### config.mk
export PLATFORM = sky130hd
export DESIGN_NAME = apb_cmd_master_flat
export DESIGN_NICKNAME = d
export VERILOG_FILES = /design/src/rtl/apb_cmd_master_pkg.sv /design/src/rtl/apb_cmd_master_if.sv /design/src/rtl/apb_timeout_cnt.sv /design/src/rtl/apb_cmd_master.sv /design/src/flat_wrapper.sv
export SDC_FILE = /design/constraint.sdc
export NUM_CORES = 1
export LEC_CHECK = 0
export ABC_AREA = 1
export BUFFER_PORTS_ARGS = -buffer_cell sky130_fd_sc_hd__clkbuf_2
export CORE_MARGIN = 4
export CORE_UTILIZATION = 52
export DETAILED_ROUTE_END_ITERATION = 16
export PLACE_DENSITY = 0.95
export SLEW_MARGIN = 20
export SYNTH_ARGS = -nofsm -noshare
export SYNTH_HDL_FRONTEND = slang
export SYNTH_SLANG_ARGS = --single-unit
export TNS_END_PERCENT = 100
### constraint.sdc
create_clock -name r_clk -period 3.9 [get_ports r_clk]
set_clock_uncertainty 0.15 [all_clocks]
set_input_delay 0.195 -clock r_clk [delete_from_list [all_inputs] [get_ports r_clk]]
set_output_delay 0.195 -clock r_clk [all_outputs]
set_load 0.02 [all_outputs]
### src/rtl/apb_cmd_master_pkg.sv
// Shared definitions for the command-FIFO to APB bridge: state encoding,
// command word field positions and the timeout response value.
package apb_cmd_master_pkg;

  typedef enum logic [1:0] {
    IDLE   = 2'd0,
    SETUP  = 2'd1,
    ACCESS = 2'd2,
    RESP   = 2'd3
  } state_e;

  localparam int unsigned CNT_W = 10;

  // Timeout response is {err=1, data=all ones}
  localparam logic TO_RSP_ERR  = 1'b1;
  localparam logic TO_RSP_FILL = 1'b1;

  // Command word layout: {write, addr, wdata}
  function automatic int unsigned cmd_wr_bit(input int unsigned cmd_w);
    return cmd_w - 1;
  endfunction

  function automatic int unsigned cmd_addr_lsb(input int unsigned data_w);
    return data_w;
  endfunction

endpackage

### src/rtl/apb_cmd_master_if.sv
// Bundle of the command FIFO read side, APB master bus, response FIFO write
// side and status; master modport is the bridge view.
interface apb_cmd_master_if #(
  parameter int unsigned ADDR_W = 32,
  parameter int unsigned DATA_W = 32
);
  logic                     fifo_empty;
  logic [ADDR_W+DATA_W:0]   fifo_rdata;
  logic                     fifo_rinc;
  logic                     psel;
  logic                     penable;
  logic                     pwrite;
  logic [ADDR_W-1:0]        paddr;
  logic [DATA_W-1:0]        pwdata;
  logic [DATA_W-1:0]        prdata;
  logic                     pready;
  logic                     pslverr;
  logic                     rsp_full;
  logic                     rsp_winc;
  logic [DATA_W:0]          rsp_wdata;
  logic                     busy;

  modport master (
    input  fifo_empty, fifo_rdata, prdata, pready, pslverr, rsp_full,
    output fifo_rinc, psel, penable, pwrite, paddr, pwdata,
           rsp_winc, rsp_wdata, busy
  );

  modport slave (
    output fifo_empty, fifo_rdata, prdata, pready, pslverr, rsp_full,
    input  fifo_rinc, psel, penable, pwrite, paddr, pwdata,
           rsp_winc, rsp_wdata, busy
  );
endinterface

### src/rtl/apb_timeout_cnt.sv
// ACCESS-phase wait counter; flags the cycle in which the count would reach
// TIMEOUT while the slave is still not ready.
module apb_timeout_cnt
  import apb_cmd_master_pkg::*;
#(
  parameter int unsigned TIMEOUT = 255
) (
  input  logic r_clk,
  input  logic r_rstn,
  input  logic clear_i,
  input  logic count_i,
  output logic expired_o
);

  localparam logic [CNT_W-1:0] LIMIT = CNT_W'(TIMEOUT - 1);

  logic [CNT_W-1:0] cnt_q, cnt_d;

  always_comb begin
    cnt_d = cnt_q;
    if (clear_i)      cnt_d = '0;
    else if (count_i) cnt_d = cnt_q + CNT_W'(1);
  end

  always_ff @(posedge r_clk or negedge r_rstn) begin
    if (!r_rstn) cnt_q <= '0;
    else         cnt_q <= cnt_d;
  end

  assign expired_o = count_i && (cnt_q == LIMIT);

endmodule

### src/rtl/apb_cmd_master.sv
// Pops {write, addr, wdata} commands from a FIFO, runs one APB transfer per
// command and pushes a {err, data} response, with an ACCESS-phase timeout.
module apb_cmd_master
  import apb_cmd_master_pkg::*;
#(
  parameter int unsigned ADDR_W  = 32,
  parameter int unsigned DATA_W  = 32,
  parameter int unsigned TIMEOUT = 255,
  parameter int unsigned CMD_W   = 1 + ADDR_W + DATA_W
) (
  input  logic             r_clk,
  input  logic             r_rstn,
  apb_cmd_master_if.master bus
);

  localparam int unsigned WR_BIT   = cmd_wr_bit(CMD_W);
  localparam int unsigned ADDR_LSB = cmd_addr_lsb(DATA_W);

  state_e              state_q, state_d;
  logic                psel_q, psel_d;
  logic                penable_q, penable_d;
  logic                busy_q, busy_d;
  logic                pwrite_q, pwrite_d;
  logic [ADDR_W-1:0]   paddr_q, paddr_d;
  logic [DATA_W-1:0]   pwdata_q, pwdata_d;
  logic [DATA_W:0]     rsp_q, rsp_d;
  logic [DATA_W-1:0]   rdata_sel;
  logic                pop;
  logic                acc_wait;
  logic                expired;

  assign pop      = r_rstn && (state_q == IDLE) && !bus.fifo_empty;
  assign acc_wait = (state_q == ACCESS) && !bus.pready;

  apb_timeout_cnt #(.TIMEOUT(TIMEOUT)) u_timeout (
    .r_clk     (r_clk),
    .r_rstn    (r_rstn),
    .clear_i   (pop),
    .count_i   (acc_wait),
    .expired_o (expired)
  );

  assign rdata_sel = pwrite_q ? '0 : bus.prdata;

  always_comb begin
    state_d  = state_q;
    pwrite_d = pwrite_q;
    paddr_d  = paddr_q;
    pwdata_d = pwdata_q;
    rsp_d    = rsp_q;
    unique case (state_q)
      IDLE: begin
        if (pop) begin
          pwrite_d = bus.fifo_rdata[WR_BIT];
          paddr_d  = bus.fifo_rdata[ADDR_LSB +: ADDR_W];
          pwdata_d = bus.fifo_rdata[DATA_W-1:0];
          state_d  = SETUP;
        end
      end
      SETUP: state_d = ACCESS;
      ACCESS: begin
        if (bus.pready) begin
          rsp_d   = {bus.pslverr, rdata_sel};
          state_d = RESP;
        end else if (expired) begin
          rsp_d   = {TO_RSP_ERR, {DATA_W{TO_RSP_FILL}}};
          state_d = RESP;
        end
      end
      RESP: if (!bus.rsp_full) state_d = IDLE;
      default: state_d = IDLE;
    endcase
    // Bus strobes are registered from the next state so they line up with it
    psel_d    = (state_d == SETUP) || (state_d == ACCESS);
    penable_d = (state_d == ACCESS);
    busy_d    = (state_d != IDLE);
  end

  always_ff @(posedge r_clk or negedge r_rstn) begin
    if (!r_rstn) begin
      state_q   <= IDLE;
      psel_q    <= 1'b0;
      penable_q <= 1'b0;
      busy_q    <= 1'b0;
      pwrite_q  <= 1'b0;
      paddr_q   <= '0;
      pwdata_q  <= '0;
      rsp_q     <= '0;
    end else begin
      state_q   <= state_d;
      psel_q    <= psel_d;
      penable_q <= penable_d;
      busy_q    <= busy_d;
      pwrite_q  <= pwrite_d;
      paddr_q   <= paddr_d;
      pwdata_q  <= pwdata_d;
      rsp_q     <= rsp_d;
    end
  end

  assign bus.fifo_rinc = pop;
  assign bus.rsp_winc  = (state_q == RESP) && !bus.rsp_full;
  assign bus.psel      = psel_q;
  assign bus.penable   = penable_q;
  assign bus.busy      = busy_q;
  assign bus.pwrite    = pwrite_q;
  assign bus.paddr     = paddr_q;
  assign bus.pwdata    = pwdata_q;
  assign bus.rsp_wdata = rsp_q;

endmodule

### src/flat_wrapper.sv
// flat-port wrapper written by rule: the top's interface ports become plain ports
module apb_cmd_master_flat import apb_cmd_master_pkg::*;
#(
  parameter int unsigned ADDR_W  = 32,
  parameter int unsigned DATA_W  = 32,
  parameter int unsigned TIMEOUT = 255,
  parameter int unsigned CMD_W   = 1 + ADDR_W + DATA_W
)
  (r_clk, r_rstn, bus_fifo_empty, bus_fifo_rdata, bus_prdata, bus_pready, bus_pslverr, bus_rsp_full, bus_fifo_rinc, bus_psel, bus_penable, bus_pwrite, bus_paddr, bus_pwdata, bus_rsp_winc, bus_rsp_wdata, bus_busy);
  apb_cmd_master_if #(.ADDR_W(ADDR_W), .DATA_W(DATA_W)) bus_i ();
  input  logic r_clk;
  input  logic r_rstn;
  input wire logic [$bits(bus_i.fifo_empty)-1:0] bus_fifo_empty;
  input wire logic [$bits(bus_i.fifo_rdata)-1:0] bus_fifo_rdata;
  input wire logic [$bits(bus_i.prdata)-1:0] bus_prdata;
  input wire logic [$bits(bus_i.pready)-1:0] bus_pready;
  input wire logic [$bits(bus_i.pslverr)-1:0] bus_pslverr;
  input wire logic [$bits(bus_i.rsp_full)-1:0] bus_rsp_full;
  output wire logic [$bits(bus_i.fifo_rinc)-1:0] bus_fifo_rinc;
  output wire logic [$bits(bus_i.psel)-1:0] bus_psel;
  output wire logic [$bits(bus_i.penable)-1:0] bus_penable;
  output wire logic [$bits(bus_i.pwrite)-1:0] bus_pwrite;
  output wire logic [$bits(bus_i.paddr)-1:0] bus_paddr;
  output wire logic [$bits(bus_i.pwdata)-1:0] bus_pwdata;
  output wire logic [$bits(bus_i.rsp_winc)-1:0] bus_rsp_winc;
  output wire logic [$bits(bus_i.rsp_wdata)-1:0] bus_rsp_wdata;
  output wire logic [$bits(bus_i.busy)-1:0] bus_busy;
  assign bus_i.fifo_empty = bus_fifo_empty;
  assign bus_i.fifo_rdata = bus_fifo_rdata;
  assign bus_i.prdata = bus_prdata;
  assign bus_i.pready = bus_pready;
  assign bus_i.pslverr = bus_pslverr;
  assign bus_i.rsp_full = bus_rsp_full;
  assign bus_fifo_rinc = bus_i.fifo_rinc;
  assign bus_psel = bus_i.psel;
  assign bus_penable = bus_i.penable;
  assign bus_pwrite = bus_i.pwrite;
  assign bus_paddr = bus_i.paddr;
  assign bus_pwdata = bus_i.pwdata;
  assign bus_rsp_winc = bus_i.rsp_winc;
  assign bus_rsp_wdata = bus_i.rsp_wdata;
  assign bus_busy = bus_i.busy;
  apb_cmd_master #(.ADDR_W(ADDR_W), .DATA_W(DATA_W), .TIMEOUT(TIMEOUT), .CMD_W(CMD_W)) u_core (.r_clk(r_clk), .r_rstn(r_rstn), .bus(bus_i));
endmodule
## Word level (Yosys, flattened, before mapping)

Cells that the tools add are included.

| word-level totals | value |
|---|---|
| register bits | 113 |
| latch bits | 0 |
| memory bits (read-only) | 0 |
| RAM bits | 0 |
| memories | 0 |

| operators by class | value |
|---|---|
| div/mod/pow operators | 0 |
| bitwise logic cells | 0 |
| $add $sub $neg | 1 |
| $lt $le $gt $ge | 0 |
| multiply operators | 0 |
| shift-type cells | 0 |
| eq/ne operators | 6 |
| reduce and logical (&&, ||, !) cells | 15 |
| mux-type cells | 10 |

Operator list:

| kind | count |
|---|---|
| $mux 33 | 2 |
| $mux 32 | 1 |
| $mux 10 | 2 |
| $add 10x1->10 const B | 1 |
| $eq 10x8->1 const B | 1 |
| $mux 2 | 4 |
| $pmux 2 s4 | 1 |
| $eq 2x2->1 const B | 3 |
| $reduce_bool 2->1 | 3 |
| $logic_and 1x1->1 | 5 |
| $eq 2x1->1 const B | 2 |
| $reduce_and 2->1 | 2 |
| $logic_not 1->1 | 3 |
| $logic_not 2->1 | 1 |
| $logic_or 1x1->1 | 1 |

## Longest topological paths before layout

Gate-level depths: netlist (run 1).

| depth | value |
|---|---|
| depth in word-level cells | 8 |
| gate-level depth with buffers | 10 |
| depth with buffers taken out | 9 |

## Modules after synthesis

Synthesis (run 1) repeated with hierarchy kept, for this count alone.

| unflattened totals | value |
|---|---|
| cell total of the unflattened synthesis | 601 |
| area, all modules | 4983.5 µm² |

Modules (own cells, without submodules):

| module | area an instance (µm²) | cells an instance | instances |
|---|---|---|---|
| apb_cmd_master | 4395.5 | 525 | 1 |
| apb_timeout_cnt | 588.1 | 76 | 1 |

## Worst setup path before layout (run 1)

OpenSTA, ideal clock, no wires.

| timing path | value |
|---|---|
| kind | flip-flop to flip-flop |
| start | register u_core.u_timeout.cnt_q[0] |
| end | register u_core.psel_q, in the netlist u_core.bus.psel |
| arrival time | 1471 ps |
| path slack | 2166 ps |
| clock period less this slack | 1734 ps |
| path buffers | 0 |
| cell stages (with the launch flop) | 9 |
| cells stage by stage | dfrtp_1 inv_1 ha_1 nor3b_2 nand4_4 nand3_1 inv_1 ha_1 inv_1 |

| on the way | value |
|---|---|
| cells in the longest elaborated chain, start to end | 7 |
| elaborated cells on any way between the ends | 8 |

RTL lines:

| element | RTL line | RTL |
|---|---|---|
| start: declaration | apb_timeout_cnt.sv:17 | `logic [CNT_W-1:0] cnt_q, cnt_d;` |
| start signal: assignment | apb_timeout_cnt.sv:27 | `else cnt_q <= cnt_d;` |
| $eq 10x8->1 (*) | apb_timeout_cnt.sv:30 | `assign expired_o = count_i && (cnt_q == LIMIT);` |
| $logic_and 1x1->1 (*) | apb_timeout_cnt.sv:30 |  |
| $mux 2 (*) | apb_cmd_master.sv:65 | `end else if (expired) begin` |
| $mux 2 (*) | apb_cmd_master.sv:62 | `if (bus.pready) begin` |
| $pmux 2 s4 (*) | apb_cmd_master.sv:51 | `unique case (state_q)` |
| via u_core.state_d[0] | apb_cmd_master.sv:19 | `state_e state_q, state_d;` |
| $eq 2x1->1 or $eq 2x2->1 (tied branches) | apb_cmd_master.sv:74 | `psel_d = (state_d == SETUP) \|\| (state_d == ACCESS);` |
| $logic_or 1x1->1 (*) | apb_cmd_master.sv:74 |  |
| via u_core.psel_d | apb_cmd_master.sv:20 | `logic psel_q, psel_d;` |
| end signal: assignment | apb_cmd_master.sv:91 | `psel_q <= psel_d;` |
| end: declaration | apb_cmd_master.sv:20 |  |

Mark *: on every way through the listed nets, which the timed path passes. The rest lies on a longest branch.
A chain may end at the register's enable or synchronous reset.

## Final worst setup path (run 1)

| timing path | value |
|---|---|
| start | register u_core.u_timeout.cnt_q[0] |
| end | register u_core.rsp_q[26], in the netlist u_core.bus.rsp_wdata[26] |

| on the way | value |
|---|---|
| cells in the longest elaborated chain, start to end | 4 |

RTL lines:

| element | RTL line | RTL |
|---|---|---|
| $eq 10x8->1 | apb_timeout_cnt.sv:30 |  |
| $logic_and 1x1->1 | apb_timeout_cnt.sv:30 |  |
| $reduce_bool 2->1 (no line) | - |  |
| $reduce_and 2->1 (no line) | - |  |
| end signal: assignment | apb_cmd_master.sv:97 | `rsp_q <= rsp_d;` |
| end: declaration | apb_cmd_master.sv:26 | `logic [DATA_W:0] rsp_q, rsp_d;` |

No other way between the ends.

==> metrics.yaml, run 1 <==
grt_pass1_wl_mm: 29.6
power.density_mw_per_mm2: 818
worst_slew_pin_slew_ns: 0.955
min_from: "bus_fifo_empty"
syn_area_per_cell_sq_um: 8.22
p_switching_w: 0.00263
ys_ff_latch: 113
vias: 5560
postSynthCellCount: 595
ctsHoldBuffers: 100
filler_cell_count: 453
dp_slack_ns: 1.60
ctsResizeCount: 0
io_buffers: 205
num_rows: 35
comb_power_share_pct: 39.0
clk_latency_ns: 0.51
swShare_pct: 42.5
intPower_w: 0.00356
hold_slack_ns: 0.227
vias_per_cell: 5.46
synthTopCellsByArea: "dfrtp_1 (58%), nand2_1 (22%), nand3_1 (4.0%), inv_1 (3.9%), o21ai_0 (3.7%)"
io_pins: 206
area_delta_synth_final_pct: 54.6
fin_crit_sh_pct: 63.8
dp_hpwl_mm: 8.89
hold_viol_final: 0
min_path_cells: 6
fmax_mhz: 402
core_sq_mm: 0.00920
maxSlewHeadroom_pct: 36.4
worst_slack_ns: 1.41
ant_nets: 0
min_period_ns: 2.49
post-cts-setup-buffers: 0
root_buffer: "clkbuf_8"
status: "completed"
peakVddDrop_uv: 455
drive_gt1_share_pct: 27.6
critical_path_arrival_ns: 2.77
synth_top_cell_by_area: "dfrtp_1"
cts_sinks: 113
wl_per_cell_um: 18.2
htreeDepth: 4
r2r_start: "u_core.u_timeout.cnt_q[0]"
wl_mm: 18.5
nets: 999
grt_overflow_total: 0
reg2reg_slack_ns: 1.41
clk_pin_slew_ns: 0.06
firstDrtPassIters: 7
worst_hold_path.endpoint: "u_core.bus.paddr[3]"
worstSetupStartpointType: "flip-flop"
fp.dieArea_sq_mm: 0.0110
start_util_pct: 53.2
cts_made_buffers: 17
path_max_fanout: 36
syn_area_sq_mm: 0.00489
antenna_found_initial: 2
final_cells: 1019
setup_tns_ns: 0
grt_pass1_vias: 5798
clk_path_buf_depth: 2
crit_type: "flip-flop to flip-flop"
p_seq_share_pct: 34.7
setup_viol: 0
track_usage_pct: 34.2
multiInputGateArea_sq_mm: 0.00171
leakage_nw: 4.29
maxCapViolCount: 0
rr_endpoint: "u_core.bus.rsp_wdata[26]"
place_inst: 885
utilization_pct: 82.3
required_ns: 4.18
cts_tree: "built"
place_congestion: 0.857
drt_first_iter_violations: 663
hold_path_class: "input pin to flip-flop"
r2r_cells: 7
synth_cell_types: 25
die_h_um: 105
ys.warnings.count: 0
drt_drc_violations_left: 0
synth-seq-area-share_pct: 57.8
finalMaxSlewViolations: 0
die_width_um: 105
regArea_sq_mm: 0.00283
critical_path.endpoint_type: "flip-flop"
rsz0062_at_grt: "false"
syn-num-nets: 701
p_clk_share_pct: 26.3
grt_max_degree: 75
synth_top_area_share_pct: 57.8
registers in the layout, indices dropped and copies added (netlist names), 2 cells and up:
signal and cells:
u_core.bus.pwdata 32, u_core.u_timeout.cnt_q 10, u_core.bus.rsp_wdata 33, u_core.state_q 2
u_core.bus.paddr 32
worst max path at each step:
| stage | from | slack, ns | cells after the start | end |
|---|---|---|---|---|
| floorplan | u_core.u_timeout.cnt_q[0] | 2.17 | 8 | u_core.bus.psel |
| global placement | u_core.state_q[0] | 1.69 | 8 | u_core.u_timeout.cnt_q[8] |
| detailed placement | u_core.u_timeout.cnt_q[0] | 1.60 | 7 | u_core.bus.rsp_wdata[26] |
| CTS | u_core.u_timeout.cnt_q[0] | 1.50 | 7 | u_core.bus.rsp_wdata[1] |
| global route | u_core.u_timeout.cnt_q[0] | 1.26 | 7 | u_core.bus.rsp_wdata[16] |
| finish | u_core.u_timeout.cnt_q[0] | 1.41 | 7 | u_core.bus.rsp_wdata[26] |
final cells by class:
class | count | share of cell area [%]
repair buffers | 310 | 27.3
clock inverters | 12 | 2.41
diodes | 2 | 0.0661
multi-input cells | 397 | 22.6
well taps | 111 | 1.84
flip-flops and latches | 113 | 37.4
inverters | 54 | 2.68
clock buffers | 20 | 5.75
synthesized netlist by cell type:
| library cell | number |
|---|---|
| nand2_1 | 282 |
| dfrtp_1 | 113 |
| inv_1 | 51 |
| nand3_1 | 39 |
| o21ai_0 | 36 |
| buf_2 | 16 |
| nor2_1 | 14 |
| clkbuf_1 | 12 |
| nand4_1 | 7 |
| a21oi_1 | 3 |
| buf_6 | 3 |
| ha_1 | 3 |
| inv_2 | 3 |
| nor3_1 | 2 |
| a31oi_1 | 1 |
| nand2_4 | 1 |
| nand4_4 | 1 |
| nor2_4 | 1 |
| nor3_4 | 1 |
| nor3b_1 | 1 |
| nor3b_2 | 1 |
| o21ai_1 | 1 |
| o22ai_1 | 1 |
| o31ai_1 | 1 |
| or2_2 | 1 |
power groups by stage:
| stage | registers [W] | logic (W) | clock network [W] |
|---|---|---|---|
| after global placement | 0.00208 | 0.00213 | 0 |
| after CTS | 0.00208 | 0.00230 | 0.00162 |
| final | 0.00215 | 0.00241 | 0.00163 |
| after global routing | 0.00220 | 0.00259 | 0.00170 |
| after detailed placement | 0.00208 | 0.00219 | 0 |
| after floorplan | 0.00265 | 0.000814 | 0 |
layer usage:
metal  GRT usage (%)  vias up  wire length [um]
li1                -     2436                 -
met1            39.1     2574              6620
met2            55.9      446              8890
met3            11.6      104              2020
met4            19.9        0               987
met5               0        -                 0
placed cells by master, fill, tap and decap left out, drive strengths merged:
| master | synthesis | layout |
|---|---|---|
| nand3 | 39 | 39 |
| o21ai | 37 | 37 |
| nand4 | 8 | 8 |
| ha | 3 | 3 |
| a31oi | 1 | 1 |
| clkinvlp | 0 | 3 |
| clkbuf | 12 | 224 |
| nor3b | 2 | 2 |
| dlygate4sd3 | 0 | 100 |
| inv | 54 | 55 |
| o22ai | 1 | 1 |
| nand2 | 283 | 283 |
| nor2 | 15 | 15 |
| nor3 | 3 | 3 |
| clkinv | 0 | 4 |
| o31ai | 1 | 1 |
| buf | 19 | 6 |
| a21oi | 3 | 3 |
| dfrtp | 113 | 113 |
| bufinv | 0 | 4 |
| or2 | 1 | 1 |
| diode | 0 | 2 |
logic make-up (layout without fill, tap and decap cells):
logic type                 after synthesis  after routing  synth area share [%]
and+or+nand+nor                        351            351                  29.6
adders and majority gates                3              3                 0.767
DFF                                    113            113                  57.8
buffers and inverters                   85            396                  7.39
other                                    0              2                     0
AOI/OAI and AO/OA                       43             43                  4.50
stage by stage:
stage | power [W] | instance area (sq um)
after floorplan | 0.00346 | 4890
after global placement | 0.00420 | 5940
after detailed placement | 0.00427 | 5940
after CTS | 0.00600 | 7560
after global routing | 0.00649 | 7570
final | 0.00619 | 7570
worst max-delay path: stages (launching register included):
cell and delay [ns]:
dfrtp_1 0.42, inv_1 0.15, ha_1 0.17, nor3b_2 0.23, nand4_4 0.50, nand2_4 0.50, nand2_1 0.15, nand2_1 0.10
(Power assumes the default switching activity.)
==> run 2: changes to the inputs <==
Settings changed: CORE_UTILIZATION 52 to 43, PLACE_DENSITY 0.95 to 0.88.
Clock period 3.9 ns to 2.2 ns, I/O delays scaled along.
==> run 2 against run 1 <==
Routed wire length shrank 14%. Die area grew 19%. Combinational power up 73%. Via count fell by 6.1%. Sequential power grew 73%. Register-to-register slack lost 1.1 ns. Non-clock buffer count rose by 5. First-iteration DRC count is 16% lower. Clock power up 64%. Critical path type is now flip-flop to primary output. Largest cell class unchanged. Largest power group unchanged.
==> metrics.yaml, run 2 (synthesized netlist as in run 1, its figures left out) <==
maxSlewHeadroom_pct: 51.2  # was 36.4%
swShare_pct: 41.9  # was 42.5%
grt_overflow_total: 0  # unchanged
comb_power_share_pct: 39.5  # was 39.0%
nets: 1004  # was 999
min_period_ns: 2.06
largest_reg_flops: 33  # unchanged
drive_gt1_share_pct: 28.0  # was 27.6%
clk_pin_slew_ns: 0.06  # about the same
crit_type: "flip-flop to primary output"  # was flip-flop to flip-flop
drt_drc_violations_left: 0  # unchanged
cts_made_buffers: 17  # unchanged
root_buffer: "clkbuf_16"  # was clkbuf_8
clk_path_buf_depth: 2  # unchanged
required_ns: 1.94  # was 4.18 ns
leakage_nw: 4.30  # was 4.29 nW
ant_nets: 0  # unchanged
p_seq_share_pct: 35.2  # was 34.7%
post-cts-setup-buffers: 0  # unchanged
critical_path_arrival_ns: 1.80  # was 2.77 ns
p_switching_w: 0.00443  # was 0.00263 W
layout_commonest_cell: "nand2_1"  # unchanged
firstDrtPassIters: 5  # was 7
setup_tns_ns: 0  # unchanged
cp_cell_sequence: "nor2_1 -> nand2_2 -> inv_2 -> buf_12 -> clkbuf_2"  # was inv_1 -> ha_1 -> nor3b_2 -> nand4_4 -> nand2_4 -> nand2_1 -> nand2_1
htreeDepth: 4  # unchanged
start_util_pct: 44.6  # was 53.2%
ctsResizeCount: 0  # unchanged
num_rows: 38  # was 35
intPower_w: 0.00614  # was 0.00356 W
maxCapViolCount: 0  # unchanged
die_h_um: 115  # was 105 um
track_usage_pct: 24.7  # was 34.2%
die_width_um: 115  # was 105 um
worstSetupStartpointType: "flip-flop"  # unchanged
final_cell_mix: "nand2_1 (281), clkbuf_2 (204), dfrtp_1 (113), dlygate4sd3_1 (102), inv_1 (51)"  # was nand2_1 (281), clkbuf_2 (204), dfrtp_1 (113), dlygate4sd3_1 (100), inv_1 (51)
hold_path_class: "input pin to flip-flop"  # unchanged
io_pins: 206  # unchanged
wl_mm: 16.0  # was 18.5 mm
core_sq_mm: 0.0110  # was 0.00920 sq mm
drt_first_iter_violations: 554  # was 663
p_clk_share_pct: 25.3  # was 26.3%
cts_tree: "built"  # unchanged
finalMaxSlewViolations: 0  # unchanged
dp_hpwl_mm: 9.28  # was 8.89 mm
slowest_delay_ns: 0.42  # was 0.50 ns
worst_slack_ns: 0.143  # was 1.41 ns
hold_viol_final: 0  # unchanged
fmax_mhz: 486
rsz0062_at_grt: "false"  # unchanged
grt_pass1_wl_mm: 25.9  # was 29.6 mm
path_max_fanout: 67  # was 36
vias: 5221  # was 5560
worst_slew_pin_slew_ns: 0.731  # was 0.955 ns
ctsHoldBuffers: 102  # was 100
peakVddDrop_uv: 733  # was 455 uV
fp.dieArea_sq_mm: 0.0132  # was 0.0110 sq mm
power.density_mw_per_mm2: 1380  # was 818 mW/mm^2
io_buffers: 205  # unchanged
dp_slack_ns: 0.363  # was 1.60 ns
wl_per_cell_um: 15.2  # was 18.2 um
vias_per_cell: 4.96  # was 5.46
fin_crit_sh_pct: 93.5
antenna_found_initial: 0  # was 2
area_delta_synth_final_pct: 56.0  # was 54.6%
setup_viol: 0  # unchanged
status: "completed"  # unchanged
grt_max_degree: 69  # was 75
critical_path.endpoint_type: "primary output"  # was flip-flop
place_congestion: 0.853  # was 0.857
cts_sinks: 113  # unchanged
worst_path_max_delay_cell: "dfrtp_1"  # was nand4_4
clk_latency_ns: 0.39  # was 0.51 ns
grt_pass1_vias: 5293  # was 5798
-- run 2: critical path, delay by kind of cell, from the launching register on --
family	cells	cell delay, ns
buffers and inverters	3	0.62
flip-flops	1	0.42
AND/OR/NAND/NOR	2	0.35
-- run 2: power by group through the flow --
stage,Sequential (W),Combinational [W],Clock [W]
after floorplan,0.00469,0.00144,0
after detailed placement,0.00368,0.00399,0
after global routing,0.00381,0.00459,0.00282
after CTS,0.00367,0.00413,0.00272
final,0.00372,0.00417,0.00267
after global placement,0.00365,0.00385,0
-- run 2: path summary, 6_finish.rpt --
| check | from | end | slack [ns] | cells past startpoint |
|---|---|---|---|---|
| setup / recovery | u_core.state_q[0] | bus_fifo_rinc | 0.14 | 5 |
| hold / removal | bus_fifo_empty | u_core.bus.pwrite | 0.05 | 5 |
| setup reg to reg | u_core.u_timeout.cnt_q[0] | u_core.bus.rsp_wdata[12] | 0.35 | 7 |
| hold reg to reg | u_core.bus.paddr[18] | u_core.bus.paddr[18] | 0.33 | 2 |
| max in group asynchronous | r_rstn | u_core.u_timeout.cnt_q[4] | 1.14 | 3 |
| min in group asynchronous | r_rstn | u_core.bus.rsp_wdata[1] | 0.24 | 3 |
-- run 2: stage by stage --
stage                     std cells  hold WS [ns]  instance area, sq um  utilization (%)  total power, W
after global placement          917         0.145                  6030             54.9         0.00749
final                          1052        0.0528                  7630             69.5          0.0106
after global routing           1051        0.0868                  7630             69.5          0.0112
after floorplan                 595        -0.336                  4890                -         0.00613
after CTS                      1051        0.0374                  7630             69.5          0.0105
after detailed placement        917         0.148                  6030             54.9         0.00766
-- run 2: cell type report --
type | instances | area, sq um
Multi-Input combinational cell | 397 | 1710
Antenna cell | 1 | 2.50
Clock inverter | 15 | 160
Tap cell | 140 | 175
Clock buffer | 17 | 425
Inverter | 54 | 203
Sequential cell | 113 | 2830
Timing Repair Buffer | 315 | 2130
Fill cell | 757 | 3350
-- run 2: metal layers --
| layer | GRT usage [%] | vias up | wire length (um) |
|---|---|---|---|
| met5 | 0 | - | 0 |
| met4 | 8.08 | 0 | 375 |
| met3 | 7.29 | 38 | 1550 |
| met2 | 42.8 | 308 | 7990 |
| met1 | 29.4 | 2434 | 6060 |
| li1 | - | 2441 | - |
==> run 3: changes to the inputs <==
Settings changed: BUFFER_PORTS_ARGS -buffer_cell sky130_fd_sc_hd__clkbuf_2 to default, CAP_MARGIN from default to 10, CORE_MARGIN 4 to default, CORE_UTILIZATION 43 to 57, DONT_BUFFER_PORTS from default to 1, PLACE_DENSITY 0.88 to 0.87.
==> run 3 against run 2 <==
The flow now finishes with violations (hold timing). Sequential share of layout area grew 6.0 points. Maximum frequency up 0.60%. Power shrank 7.6%. Die area fell by 32%. First-iteration DRC count is 48% lower. Critical endpoint is now u_core.bus.pwrite. Routed wire length shrank 5.7%. Largest power group is now registers. Sequential power increased by 35%. Register-to-register slack lost 0.19 ns.
==> metrics.yaml, run 3 (synthesized netlist as in run 1, its figures left out) <==
io_buffers: 0  # was 205
filler_cell_count: 471  # was 757
clk_latency_ns: 0.49  # was 0.39 ns
grt_pass1_wl_mm: 22.9  # was 25.9 mm
track_usage_pct: 34.8  # was 24.7%
firstDrtPassIters: 5  # unchanged
hold_slack_ns: -0.840  # was 0.0528 ns
final_cell_mix: "nand2_1 (281), dfrtp_1 (112), dlygate4sd3_1 (102), inv_1 (51), nand3_1 (39)"  # was nand2_1 (281), clkbuf_2 (204), dfrtp_1 (113), dlygate4sd3_1 (102), inv_1 (51)
vias_per_cell: 5.60  # was 4.96
cts_sinks: 113  # unchanged
core_sq_mm: 0.00826  # was 0.0110 sq mm
dp_hpwl_mm: 7.83  # was 9.28 mm
crit_type: "flip-flop to flip-flop"  # was flip-flop to primary output
maxSlewHeadroom_pct: 34.2  # was 51.2%
maxCapViolCount: 0  # unchanged
clk_pin_slew_ns: 0.06  # about the same
critical_path_arrival_ns: 2.32  # was 1.80 ns
fmax_mhz: 489  # was 486 MHz
area_delta_synth_final_pct: 34.3  # was 56.0%
worst_slew_pin_slew_ns: 0.986  # was 0.731 ns
r2r_start: "u_core.state_q[0]"  # was u_core.u_timeout.cnt_q[0]
cts_made_buffers: 17  # unchanged
drt_drc_violations_left: 0  # unchanged
cts_tree: "built"  # unchanged
utilization_pct: 79.6  # was 69.5%
num_rows: 33  # was 38
vias: 4562  # was 5221
nets: 801  # was 1004
ant_nets: 0  # unchanged
place_congestion: 0.852  # was 0.853
worst_slack_ns: 0.155  # was 0.143 ns
path_max_fanout: 67  # unchanged
htreeDepth: 4  # unchanged
setup_viol: 0  # unchanged
fp.dieArea_sq_mm: 0.00896  # was 0.0132 sq mm
grt.met3_usage_pct: 16.0  # was 7.29%
critical_path.endpoint_type: "flip-flop"  # was primary output
die_h_um: 94.7  # was 115 um
fin_crit_sh_pct: 92.9  # was 93.5%
hold_viol_final: 113  # was 0
grt_overflow_total: 0  # unchanged
design_area_sq_mm: 0.00657  # was 0.00763 sq mm
met2_usage_pct: 56.2  # was 42.8%
grt_pass1_vias: 4530  # was 5293
finalMaxSlewViolations: 0  # unchanged
wl_per_cell_um: 18.5  # was 15.2 um
root_buffer: "clkbuf_8"  # was clkbuf_16
clk_path_buf_depth: 2  # unchanged
violations: "hold timing"
antenna_found_initial: 3  # was 0
rr_endpoint: "u_core.bus.pwrite"  # was u_core.bus.rsp_wdata[12]
dp_slack_ns: 0.361  # was 0.363 ns
ctsHoldBuffers: 103  # was 102
leakage_nw: 3.45  # was 4.30 nW
peakVddDrop_uv: 831  # was 733 uV
largest_reg_flops: 33  # unchanged
power.density_mw_per_mm2: 1490  # was 1380 mW/mm^2
required_ns: 2.47  # was 1.94 ns
layout_commonest_cell: "nand2_1"  # unchanged
worstSetupStartpointType: "flip-flop"  # unchanged
reg2reg_slack_ns: 0.16  # was 0.35 ns
met1_usage_pct: 38.4  # was 29.4%
r2r_cells: 7  # unchanged
setup_tns_ns: 0  # unchanged
grt-busiest-layer: "met2"  # unchanged
die_width_um: 94.7  # was 115 um
rsz0062_at_grt: "false"  # unchanged
drt_first_iter_violations: 288  # was 554
grt_max_degree: 115  # was 69
min_period_ns: 2.04  # was 2.06 ns
wl_mm: 15.1  # was 16.0 mm
io_pins: 206  # unchanged
start_util_pct: 59.3  # was 44.6%
place_area_sq_mm: 0.00495  # was 0.00603 sq mm
status: "complete, but fails checks"  # was completed
drive_gt1_share_pct: 7.34  # was 28.0%
hold_path_class: "input pin to async pin"  # was input pin to flip-flop
==> run 3: cell types whose count changed in the layout (fill, tap and decap cells not counted), sizes merged <==
cell / previous run / this run
dlymetal6s4s: 0 / 1
clkinvlp: 5 / 3
clkbuf: 221 / 18
clkinv: 5 / 6
==> run 3: worst max path at each step <==
stage	start	to	slack, ns
2_1_floorplan	u_core.u_timeout.cnt_q[0]	u_core.bus.psel	0.47
3_3_place_gp	u_core.u_timeout.cnt_q[0]	u_core.bus.psel	0.45
6_report	u_core.state_q[0]	u_core.bus.pwrite	0.16
5_1_grt	u_core.state_q[0]	u_core.bus.pwrite	0.04
4_1_cts	bus_pready	u_core.bus.rsp_wdata[9]	0.04
3_5_place_dp	u_core.u_timeout.cnt_q[0]	u_core.bus.psel	0.36
==> run 3: report_power, final <==
part           switching (W)  internal, W
logic                0.00126     0.000790
clock network        0.00101      0.00166
registers            0.00199      0.00305
total                0.00427      0.00549
==> run 3: area by class of cell <==
class / count / area [sq um] / area share, %
clock buffers: 18 / 428 / 6.51
flip-flops and latches: 113 / 2830 / 43.1
diodes: 1 / 2.50 / 0.0381
clock inverters: 14 / 156 / 2.38
multi-input cells: 397 / 1710 / 26.0
inverters: 54 / 203 / 3.09
repair buffers: 112 / 1110 / 16.9
well taps: 105 / 131 / 2.00
==> run 3: repair_timing <==
item,CTS,global route
endpoints found under the hold margin,220,113
gates resized for setup,0,2
buffers inserted,0,0
setup endpoints to repair,0,35
==> run 3: critical path, stage by stage (launching register included) <==
cell,delay (ns)
dfrtp_1,0.44
nor2_1,0.18
nand2_2,0.11
inv_2,0.11
buf_12,0.28
nand2_1,0.10
nand2_1,0.07
dlygate4sd3_1,0.54
==> run 3: metrics by stage <==
step           std cells  total power, W
3_3_place_gp         678         0.00652
4_1_cts              813         0.00957
3_5_place_dp         678         0.00671
5_1_grt              814          0.0103
6_report             814         0.00976
2_1_floorplan        595         0.00613
==> run 3: layer usage <==
metal  wire length (um)  vias to the layer above  share of wire (%)
li1                   -                     2038                  -
met1               5440                     2143                 36
met2               7310                      314                 49
met3               1690                       65                 11
met4                607                        2                4.0
met5                 10                        -              0.066
